--- src/rtl/dest_reg_track_if.sv ---
// Bundle of EX/ID pipeline inputs and the forwarding, stall and write-port outputs
// of the destination-register tracker.
interface dest_reg_track_if #(
   parameter int unsigned AW = 5,
   parameter int unsigned CW = 16
);
   logic          hold;
   logic          flush;
   logic          ex_valid;
   logic          ex_regwrite;
   logic          ex_load;
   logic [AW-1:0] ex_wreg;
   logic [AW-1:0] ex_rs;
   logic [AW-1:0] ex_rt;
   logic [AW-1:0] id_rs;
   logic [AW-1:0] id_rt;
   logic          id_valid;
   logic [1:0]    fwd_a;
   logic [1:0]    fwd_b;
   logic          stall_req;
   logic          wb_we;
   logic [AW-1:0] wb_wreg;
   logic [AW-1:0] mem_wreg;
   logic [CW-1:0] stall_cnt;

   modport master (
      output hold, flush, ex_valid, ex_regwrite, ex_load, ex_wreg, ex_rs, ex_rt,
             id_rs, id_rt, id_valid,
      input  fwd_a, fwd_b, stall_req, wb_we, wb_wreg, mem_wreg, stall_cnt
   );

   modport slave (
      input  hold, flush, ex_valid, ex_regwrite, ex_load, ex_wreg, ex_rs, ex_rt,
             id_rs, id_rt, id_valid,
      output fwd_a, fwd_b, stall_req, wb_we, wb_wreg, mem_wreg, stall_cnt
   );
endinterface

--- src/rtl/dest_reg_track.sv ---
// Carries the EX destination register through MEM and WB, drives the regfile write port,
// EX operand forwarding selects and the load-use stall request with a saturating stall counter.
module dest_reg_track #(
   parameter int unsigned AW = 5,
   parameter int unsigned CW = 16
) (
   input logic              clk,
   input logic              rst,
   dest_reg_track_if.slave  bus
);
   typedef struct packed {
      logic          valid;
      logic          regwrite;
      logic          load;
      logic [AW-1:0] wreg;
   } mem_slot_t;

   typedef struct packed {
      logic          valid;
      logic          regwrite;
      logic [AW-1:0] wreg;
   } wb_slot_t;

   mem_slot_t     mem_d, mem_q;
   wb_slot_t      wb_d, wb_q;
   logic [CW-1:0] stall_cnt_d, stall_cnt_q;
   logic          stall_raw;
   logic          mem_fwd_ok, wb_fwd_ok;

   // Loads in MEM have no data yet, so they never act as a forwarding source.
   assign mem_fwd_ok = mem_q.valid & mem_q.regwrite & ~mem_q.load & (mem_q.wreg != '0);
   assign wb_fwd_ok  = wb_q.valid & wb_q.regwrite & (wb_q.wreg != '0);

   assign stall_raw = bus.ex_valid & ~bus.flush & bus.ex_load & bus.ex_regwrite &
                      (bus.ex_wreg != '0) & bus.id_valid &
                      ((bus.ex_wreg == bus.id_rs) | (bus.ex_wreg == bus.id_rt));

   always_comb begin
      mem_d       = mem_q;
      wb_d        = wb_q;
      stall_cnt_d = stall_cnt_q;
      if (!bus.hold) begin
         if (bus.ex_valid && !bus.flush) begin
            mem_d = '{valid: 1'b1, regwrite: bus.ex_regwrite, load: bus.ex_load,
                      wreg: bus.ex_wreg};
         end else begin
            mem_d = '0;
         end
         wb_d = '{valid: mem_q.valid, regwrite: mem_q.regwrite, wreg: mem_q.wreg};
         if (stall_raw && (stall_cnt_q != {CW{1'b1}})) begin
            stall_cnt_d = stall_cnt_q + 1'b1;
         end
      end
   end

   always_ff @(posedge clk or posedge rst) begin
      if (rst) begin
         mem_q       <= '0;
         wb_q        <= '0;
         stall_cnt_q <= '0;
      end else begin
         mem_q       <= mem_d;
         wb_q        <= wb_d;
         stall_cnt_q <= stall_cnt_d;
      end
   end

   always_comb begin
      bus.fwd_a = 2'b00;
      bus.fwd_b = 2'b00;
      if (!rst) begin
         if (mem_fwd_ok && (mem_q.wreg == bus.ex_rs))     bus.fwd_a = 2'b10;
         else if (wb_fwd_ok && (wb_q.wreg == bus.ex_rs))  bus.fwd_a = 2'b01;
         if (mem_fwd_ok && (mem_q.wreg == bus.ex_rt))     bus.fwd_b = 2'b10;
         else if (wb_fwd_ok && (wb_q.wreg == bus.ex_rt))  bus.fwd_b = 2'b01;
      end
   end

   // Slot state is already cleared by rst; the gating covers the input-driven outputs.
   assign bus.stall_req = stall_raw & ~rst;
   assign bus.wb_we     = wb_fwd_ok & ~rst;
   assign bus.wb_wreg   = rst ? '0 : wb_q.wreg;
   assign bus.mem_wreg  = rst ? '0 : mem_q.wreg;
   assign bus.stall_cnt = rst ? '0 : stall_cnt_q;
endmodule
--- src/flat_wrapper.sv ---
// flat-port wrapper written by rule: the top's interface ports become plain ports
module dest_reg_track_flat 
#(
   parameter int unsigned AW = 5,
   parameter int unsigned CW = 16
)
  (clk, rst, bus_hold, bus_flush, bus_ex_valid, bus_ex_regwrite, bus_ex_load, bus_ex_wreg, bus_ex_rs, bus_ex_rt, bus_id_rs, bus_id_rt, bus_id_valid, bus_fwd_a, bus_fwd_b, bus_stall_req, bus_wb_we, bus_wb_wreg, bus_mem_wreg, bus_stall_cnt);
  dest_reg_track_if #(.AW(AW), .CW(CW)) bus_i ();
  input logic clk;
  input logic rst;
  input wire logic [$bits(bus_i.hold)-1:0] bus_hold;
  input wire logic [$bits(bus_i.flush)-1:0] bus_flush;
  input wire logic [$bits(bus_i.ex_valid)-1:0] bus_ex_valid;
  input wire logic [$bits(bus_i.ex_regwrite)-1:0] bus_ex_regwrite;
  input wire logic [$bits(bus_i.ex_load)-1:0] bus_ex_load;
  input wire logic [$bits(bus_i.ex_wreg)-1:0] bus_ex_wreg;
  input wire logic [$bits(bus_i.ex_rs)-1:0] bus_ex_rs;
  input wire logic [$bits(bus_i.ex_rt)-1:0] bus_ex_rt;
  input wire logic [$bits(bus_i.id_rs)-1:0] bus_id_rs;
  input wire logic [$bits(bus_i.id_rt)-1:0] bus_id_rt;
  input wire logic [$bits(bus_i.id_valid)-1:0] bus_id_valid;
  output wire logic [$bits(bus_i.fwd_a)-1:0] bus_fwd_a;
  output wire logic [$bits(bus_i.fwd_b)-1:0] bus_fwd_b;
  output wire logic [$bits(bus_i.stall_req)-1:0] bus_stall_req;
  output wire logic [$bits(bus_i.wb_we)-1:0] bus_wb_we;
  output wire logic [$bits(bus_i.wb_wreg)-1:0] bus_wb_wreg;
  output wire logic [$bits(bus_i.mem_wreg)-1:0] bus_mem_wreg;
  output wire logic [$bits(bus_i.stall_cnt)-1:0] bus_stall_cnt;
  assign bus_i.hold = bus_hold;
  assign bus_i.flush = bus_flush;
  assign bus_i.ex_valid = bus_ex_valid;
  assign bus_i.ex_regwrite = bus_ex_regwrite;
  assign bus_i.ex_load = bus_ex_load;
  assign bus_i.ex_wreg = bus_ex_wreg;
  assign bus_i.ex_rs = bus_ex_rs;
  assign bus_i.ex_rt = bus_ex_rt;
  assign bus_i.id_rs = bus_id_rs;
  assign bus_i.id_rt = bus_id_rt;
  assign bus_i.id_valid = bus_id_valid;
  assign bus_fwd_a = bus_i.fwd_a;
  assign bus_fwd_b = bus_i.fwd_b;
  assign bus_stall_req = bus_i.stall_req;
  assign bus_wb_we = bus_i.wb_we;
  assign bus_wb_wreg = bus_i.wb_wreg;
  assign bus_mem_wreg = bus_i.mem_wreg;
  assign bus_stall_cnt = bus_i.stall_cnt;
  dest_reg_track #(.AW(AW), .CW(CW)) u_core (.clk(clk), .rst(rst), .bus(bus_i));
endmodule
--- config.mk ---
export PLATFORM = sky130hd
export DESIGN_NAME = dest_reg_track_flat
export DESIGN_NICKNAME = d
export VERILOG_FILES = /design/src/rtl/dest_reg_track_if.sv /design/src/rtl/dest_reg_track.sv /design/src/flat_wrapper.sv
export SDC_FILE = /design/constraint.sdc
export NUM_CORES = 1
export LEC_CHECK = 0
export BUFFER_PORTS_ARGS = -buffer_cell sky130_fd_sc_hd__clkbuf_2
export CAP_MARGIN = 30
export CORE_MARGIN = 1.5
export CORE_UTILIZATION = 55
export DETAILED_ROUTE_END_ITERATION = 8
export PLACE_DENSITY = 0.85
export SYNTH_ARGS = -nofsm -noshare
export SYNTH_HDL_FRONTEND = slang
export SYNTH_SLANG_ARGS = --single-unit
--- constraint.sdc ---
create_clock -name clk -period 3.12 [get_ports clk]
set_input_delay 0.156 -clock clk [delete_from_list [all_inputs] [get_ports clk]]
set_output_delay 0.156 -clock clk [all_outputs]
set_load 0.005 [all_outputs]
==> results of run 1 <==
==> critical path, cell delays in order (launching register included) <==
cell and delay [ps]:
dfrtp_1 420, ha_1 240, and3_2 270, a31oi_2 690
nand2_2 150, mux2_4 330
==> cell type report <==
class | count | area, sq um
tap | 48 | 60.1
fill | 282 | 1110
sequential | 31 | 776
multi-input combinational | 168 | 1230
clock inverter | 2 | 35.0
inverter | 5 | 18.8
timing repair buffer | 65 | 328
clock buffer | 6 | 82.6
==> cells by family (layout without fill, tap and decap cells) <==
| group | count (synthesis) | in the layout | synth area share [%] |
|---|---|---|---|
| buf+inv | 12 | 78 | 3.15 |
| xor+xnor | 45 | 45 | 19.1 |
| simple gates | 100 | 100 | 29.8 |
| compound gates | 13 | 13 | 4.84 |
| mux | 9 | 9 | 5.08 |
| fa+ha+maj | 1 | 1 | 0.605 |
| flops | 31 | 31 | 37.5 |
==> per-layer routing <==
| metal | GRT usage [%] | part of all wire [%] | wire (um) |
|---|---|---|---|
| met3 | 5.46 | 5.5 | 247 |
| met2 | 39.7 | 47 | 2110 |
| met1 | 30.7 | 46 | 2030 |
| met5 | 0 | 0 | 0 |
| met4 | 8.78 | 1.6 | 69 |
==> flip-flops by register name, summed over array words and instances (netlist names) <==
register and flops:
u_core.stall_cnt_q 16, u_core.mem_q 8, u_core.wb_q 7
==> stage by stage <==
| stage | worst slack (ps) | hold WS, ps | util [%] |
|---|---|---|---|
| 6_report | 915 | 119 | 69.6 |
| 3_3_place_gp | 1050 | 395 | 66.3 |
| 2_1_floorplan | 1420 | 273 | - |
| 3_5_place_dp | 942 | 422 | 66.3 |
| 4_1_cts | 927 | 116 | 69.6 |
| 5_1_grt | 797 | 159 | 69.6 |
==> Yosys cell counts, types with 2 or more instances <==
cell / instances
nand3_1: 7
dfrtp_1: 31
xnor2_1: 33
nand3_2: 10
nor4_1: 3
and3_1: 6
nand2_1: 18
mux2_2: 8
o21ai_0: 7
nor2b_1: 25
clkbuf_1: 5
xor2_1: 12
nor2_1: 9
or4_1: 3
nor3_1: 4
or3_4: 2
nand4_1: 5
inv_1: 5
==> worst paths after layout <==
check / startpoint / end / slack (ps) / cells after the start
worst max-delay path: u_core.stall_cnt_q[0] / u_core.stall_cnt_q[1] / 920 / 5
worst min-delay path: bus_ex_load / u_core.mem_q[5] / 120 / 3
worst max register to register: u_core.stall_cnt_q[0] / u_core.stall_cnt_q[1] / 920 / 5
worst min register to register: u_core.stall_cnt_q[6] / u_core.stall_cnt_q[6] / 490 / 1
max in group asynchronous: rst / u_core.mem_q[7] / 2480 / 3
min in group asynchronous: rst / u_core.wb_q[6] / 350 / 3
==> power groups by stage <==
stage	combinational (mW)	clock [mW]	sequential [mW]
CTS	0.137	0.415	0.438
detailed placement	0.136	0	0.445
global placement	0.132	0	0.443
floorplan	0.0916	0	0.437
finish	0.135	0.409	0.438
global route	0.151	0.432	0.440
==> cells in the final DEF (no fill, tap or decap), types with 2 or more instances in the layout <==
cell	synthesis	routed
xnor2_1	33	33
or3_4	2	2
dfrtp_1	31	31
inv_1	5	5
nor4_1	3	3
or4_1	3	3
nand2_1	18	18
clkbuf_8	0	6
nor2_1	9	9
and3_1	6	6
o21ai_0	7	7
nor2b_1	25	25
nand3_1	7	7
mux2_2	8	8
xor2_1	12	12
clkbuf_2	0	64
nor3_1	4	4
nand3_2	10	10
nand4_1	5	5
==> reports/qor.csv, run 1 <==
metric,value,unit
status,"complete, no violations",
cts.sinks,31,
synth_area,2070,sq um
avgViaCountPerCell,5.20,
p_per_area,389,nW/um^2
crit_path_start_kind,flip-flop,
drive_gt1_share,35.7,%
grt_pass1_vias,1653,
via_count,1691,
grt_use_total,24.0,%
drt_pre_antenna_iters,4,
p_comb_share,13.8,%
io_pins,65,
finalSetupViolations,0,
worstPathArrival,2380,ps
num-nets-final,310,
ys_seq_area_share,37.5,%
cts_setup_buffers,0,
tightest_slew,927,ps
synth_area_leader_cell,dfrtp_1,
antenna_found_initial,0,
area_delta_synth_final,22.2,%
coreArea,3630,sq um
netlist.area_leader.share,37.5,%
place_congestion,0.791,
finClkSkew,7.86,ps
worstHoldPathType,primary input to flip-flop,
switchingPower,241,uW
fin_area,2530,sq um
drt_iter0_drc,115,
syn_inst,211,
routed_wl,4450,um
fp-row-count,22,
clk_path_buf_depth,2,
die_w,64.3,um
required,3300,ps
fmax,454,MHz
ys_types,36,
drv_slew,0,
p_clk_share,41.6,%
drt-wirelength-per-cell,13.7,um
clk_latency,290,ps
hold_viol,0,
grt_overflow,0,
p_sw_share,24.5,%
layoutNonFillerInstCount,325,
syn_area_per_cell,9.80,sq um
postCtsHoldBufs,0,
synth-warning-count,0,
numCtsBuffers,5,
end_kind,flip-flop,
htree_num_levels,2,
ant_nets,0,
ctsResizeCount,0,
fin_crit,2200,ps
port_buffers,64,
cts_tree,yes,
period_share,70.7,%
synth_edf_count,0,
die_area,4140,sq um
async_reset_ff_share,100,%
synth-seq-cells,31,
vdd_drop_max,0.237,mV
critical_path_class,flip-flop to flip-flop,
drv_cap,0,
seqPwrFrac,44.6,%
grt_max_degree,33,
synth_top_flop_cell,dfrtp_1,
leakage,1.18,nW
totalPowerFinal,982,uW
cts_root_buf,clkbuf_8,
die_h,64.3,um
internal_power,741,uW
placed_area,2410,sq um
dpl.hpwl,3280,um
synthTopCellsByArea,"dfrtp_1 (38%), xnor2_1 (14%), nor2b_1 (7.6%)",
syn-num-nets,245,
start_util,56.9,%
n_antenna_cell,0,
drc,0,
placed_cells,317,
rsz0062_at_grt,no,
clk_pin_slew,70,ps
fin_tns_setup,0,ps
relSlewSlack,38.0,%
cp_max_fo,13,
grt_pass1_wl,7640,um
No activity file was read; power rests on OpenSTA's default activity.
==> run 2: changes to the inputs <==
--- a/config.mk
+++ b/config.mk
@@ -8,9 +8,9 @@
 export BUFFER_PORTS_ARGS = -buffer_cell sky130_fd_sc_hd__clkbuf_2
 export CAP_MARGIN = 30
 export CORE_MARGIN = 1.5
-export CORE_UTILIZATION = 55
+export CORE_UTILIZATION = 51
 export DETAILED_ROUTE_END_ITERATION = 8
-export PLACE_DENSITY = 0.85
+export PLACE_DENSITY = 0.8
 export SYNTH_ARGS = -nofsm -noshare
 export SYNTH_HDL_FRONTEND = slang
 export SYNTH_SLANG_ARGS = --single-unit
==> constraint.sdc (replaced) <==
create_clock -name clk -period 2.2 [get_ports clk]
set_input_delay 0.11 -clock clk [delete_from_list [all_inputs] [get_ports clk]]
set_output_delay 0.11 -clock clk [all_outputs]
set_load 0.005 [all_outputs]
==> run 2 against run 1 <==
  * Final area up 0.84%
  * Clock-buffer cell count unchanged
  * Sequential cell count is the same
  * Routed wire length decreased by 3.9%
  * Sequential share of layout area shrank 0.26 points
  * Largest cell class unchanged
  * Final cell count rose by 1.5%
  * Die area increased by 7.5%
  * Clock power rose by 7.3%
  * Critical endpoint is now bus_fwd_b[0]
  * Global-route usage down 2.4 points
==> reports/qor.csv, run 2 (synthesis gave the netlist of run 1 again) <==
metric,value,unit,change
status,"complete, no violations",,unchanged
io_pins,65,,unchanged
hp-start,bus_ex_load,,unchanged
grt_pass1_wl,7170,um,was 7640 um
drt-wirelength-per-cell,13.0,um,was 13.7 um
htree_num_levels,2,,unchanged
clk_path_buf_depth,2,,unchanged
die_area,4450,sq um,was 4140 sq um
place_ws,337,ps,was 942 ps
totalPowerFinal,1.26,mW,was 982 uW
ant_nets,0,,unchanged
mostFrequentLayoutCell,clkbuf_2,,unchanged
die_h,66.7,um,was 64.3 um
crit_path_start_kind,flip-flop,,unchanged
grt_max_degree,33,,unchanged
num-nets-final,316,,was 310
critical_path_class,flip-flop to primary output,,was flip-flop to flip-flop
drc,0,,unchanged
grt_pass1_vias,1547,,was 1653
place_congestion,0.844,,was 0.791
fin_tns_setup,0,ps,unchanged
grt_overflow,0,,unchanged
reg_top3,"u_core.stall_cnt_q x16, u_core.mem_q x8, u_core.wb_q x7",,unchanged
routed_wl,4280,um,was 4450 um
min_path_cells,3,,unchanged
finalSetupViolations,0,,unchanged
drive_gt1_share,36.9,%,was 35.7%
worstHoldPathType,primary input to flip-flop,,unchanged
avgViaCountPerCell,5.18,,was 5.20
antenna_found_initial,0,,unchanged
period_share,90.1,%,
fp-row-count,22,,unchanged
cts_setup_buffers,0,,unchanged
cts_root_buf,clkbuf_8,,unchanged
worstPathArrival,1870,ps,was 2380 ps
top_register,u_core.stall_cnt_q,,unchanged
reg2reg_slack,320,ps,was 920 ps
drt_iter0_drc,62,,was 115
leakage,1.20,nW,was 1.18 nW
rsz0062_at_grt,no,,unchanged
relSlewSlack,69.1,%,was 38.0%
cts.sinks,31,,unchanged
grt_use_total,21.5,%,was 24.0%
clk_pin_slew,60,ps,was 70 ps
dpl.hpwl,3330,um,was 3280 um
coreArea,3770,sq um,was 3630 sq um
timing.rr.start,u_core.stall_cnt_q[0],,unchanged
port_buffers,64,,unchanged
cts_tree,yes,,unchanged
required,2090,ps,was 3300 ps
finClkSkew,5.73,ps,was 7.86 ps
setup.worst_path.start,u_core.mem_q[0],,was u_core.stall_cnt_q[0]
area_delta_synth_final,23.2,%,was 22.2%
placed_area,2450,sq um,was 2410 sq um
die_w,66.7,um,was 64.3 um
fin_area,2550,sq um,was 2530 sq um
start_util,54.8,%,was 56.9%
fmax,505,MHz,
p_per_area,494,nW/um^2,was 389 nW/um^2
cp_max_fo,6,,was 13
via_count,1710,,was 1691
final_cell_mix,"clkbuf_2 (64), xnor2_1 (33), dfrtp_1 (31)",,unchanged
largest_register_ffs,16,,unchanged
end_kind,primary output,,was flip-flop
vdd_drop_max,0.371,mV,was 0.237 mV
r2r_cells,6,,was 5
tightest_slew,462,ps,was 927 ps
fin_crit,1980,ps,
finalWorstSetupSlack,219,ps,was 915 ps
drv_cap,0,,unchanged
n_antenna_cell,0,,unchanged
numCtsBuffers,5,,unchanged
drt_pre_antenna_iters,4,,unchanged
clk_latency,280,ps,was 290 ps
drv_slew,0,,unchanged
hold_viol,0,,unchanged
==> run 2: final timing paths <==
path	endpoint
worst max-delay path	bus_fwd_b[0]
worst min-delay path	u_core.mem_q[5]
worst max register to register	u_core.stall_cnt_q[4]
worst min register to register	u_core.stall_cnt_q[6]
max in group asynchronous	u_core.stall_cnt_q[11]
min in group asynchronous	u_core.wb_q[1]
==> run 2: layout make-up <==
class / instances / area, sq um
Fill cell: 310 / 1220
Timing Repair Buffer: 71 / 375
Clock buffer: 6 / 82.6
Multi-Input combinational cell: 168 / 1230
Sequential cell: 31 / 776
Inverter: 5 / 18.8
Tap cell: 48 / 60.1
Clock inverter: 1 / 5.00
==> run 2: metal layers <==
metal	part of all wire (%)	GRT usage (%)
met1	48	30.4
met3	6.3	6.25
met2	44	31.9
met5	0	0
met4	1.2	6.63
==> run 2: per-stage QoR <==
step	utilization, %	instances	hold slack, ps
2_1_floorplan	-	211	227
3_3_place_gp	64.9	322	257
3_5_place_dp	64.9	322	244
4_1_cts	67.5	330	76.0
5_1_grt	67.6	330	74.8
6_report	67.6	330	76.1
==> run 2: what timing repair did <==
action                                 in CTS  in global routing
hold buffers                                1                  0
endpoints found under the hold margin      31                  0
setup endpoints to repair                   0                  1
gates resized for setup                     0                  1
==> run 2: where the power goes <==
| part | internal, mW | switching [mW] |
|---|---|---|
| logic | 0.101 | 0.100 |
| registers | 0.591 | 0.0269 |
| clock network | 0.245 | 0.194 |
| total | 0.937 | 0.322 |
==> run 2: worst max-delay path: stages (launching register included) <==
cell and delay, ps:
dfrtp_1 450, or4_1 560, o21ai_2 160, nor4_1 90, nor4_1 180, clkbuf_2 160
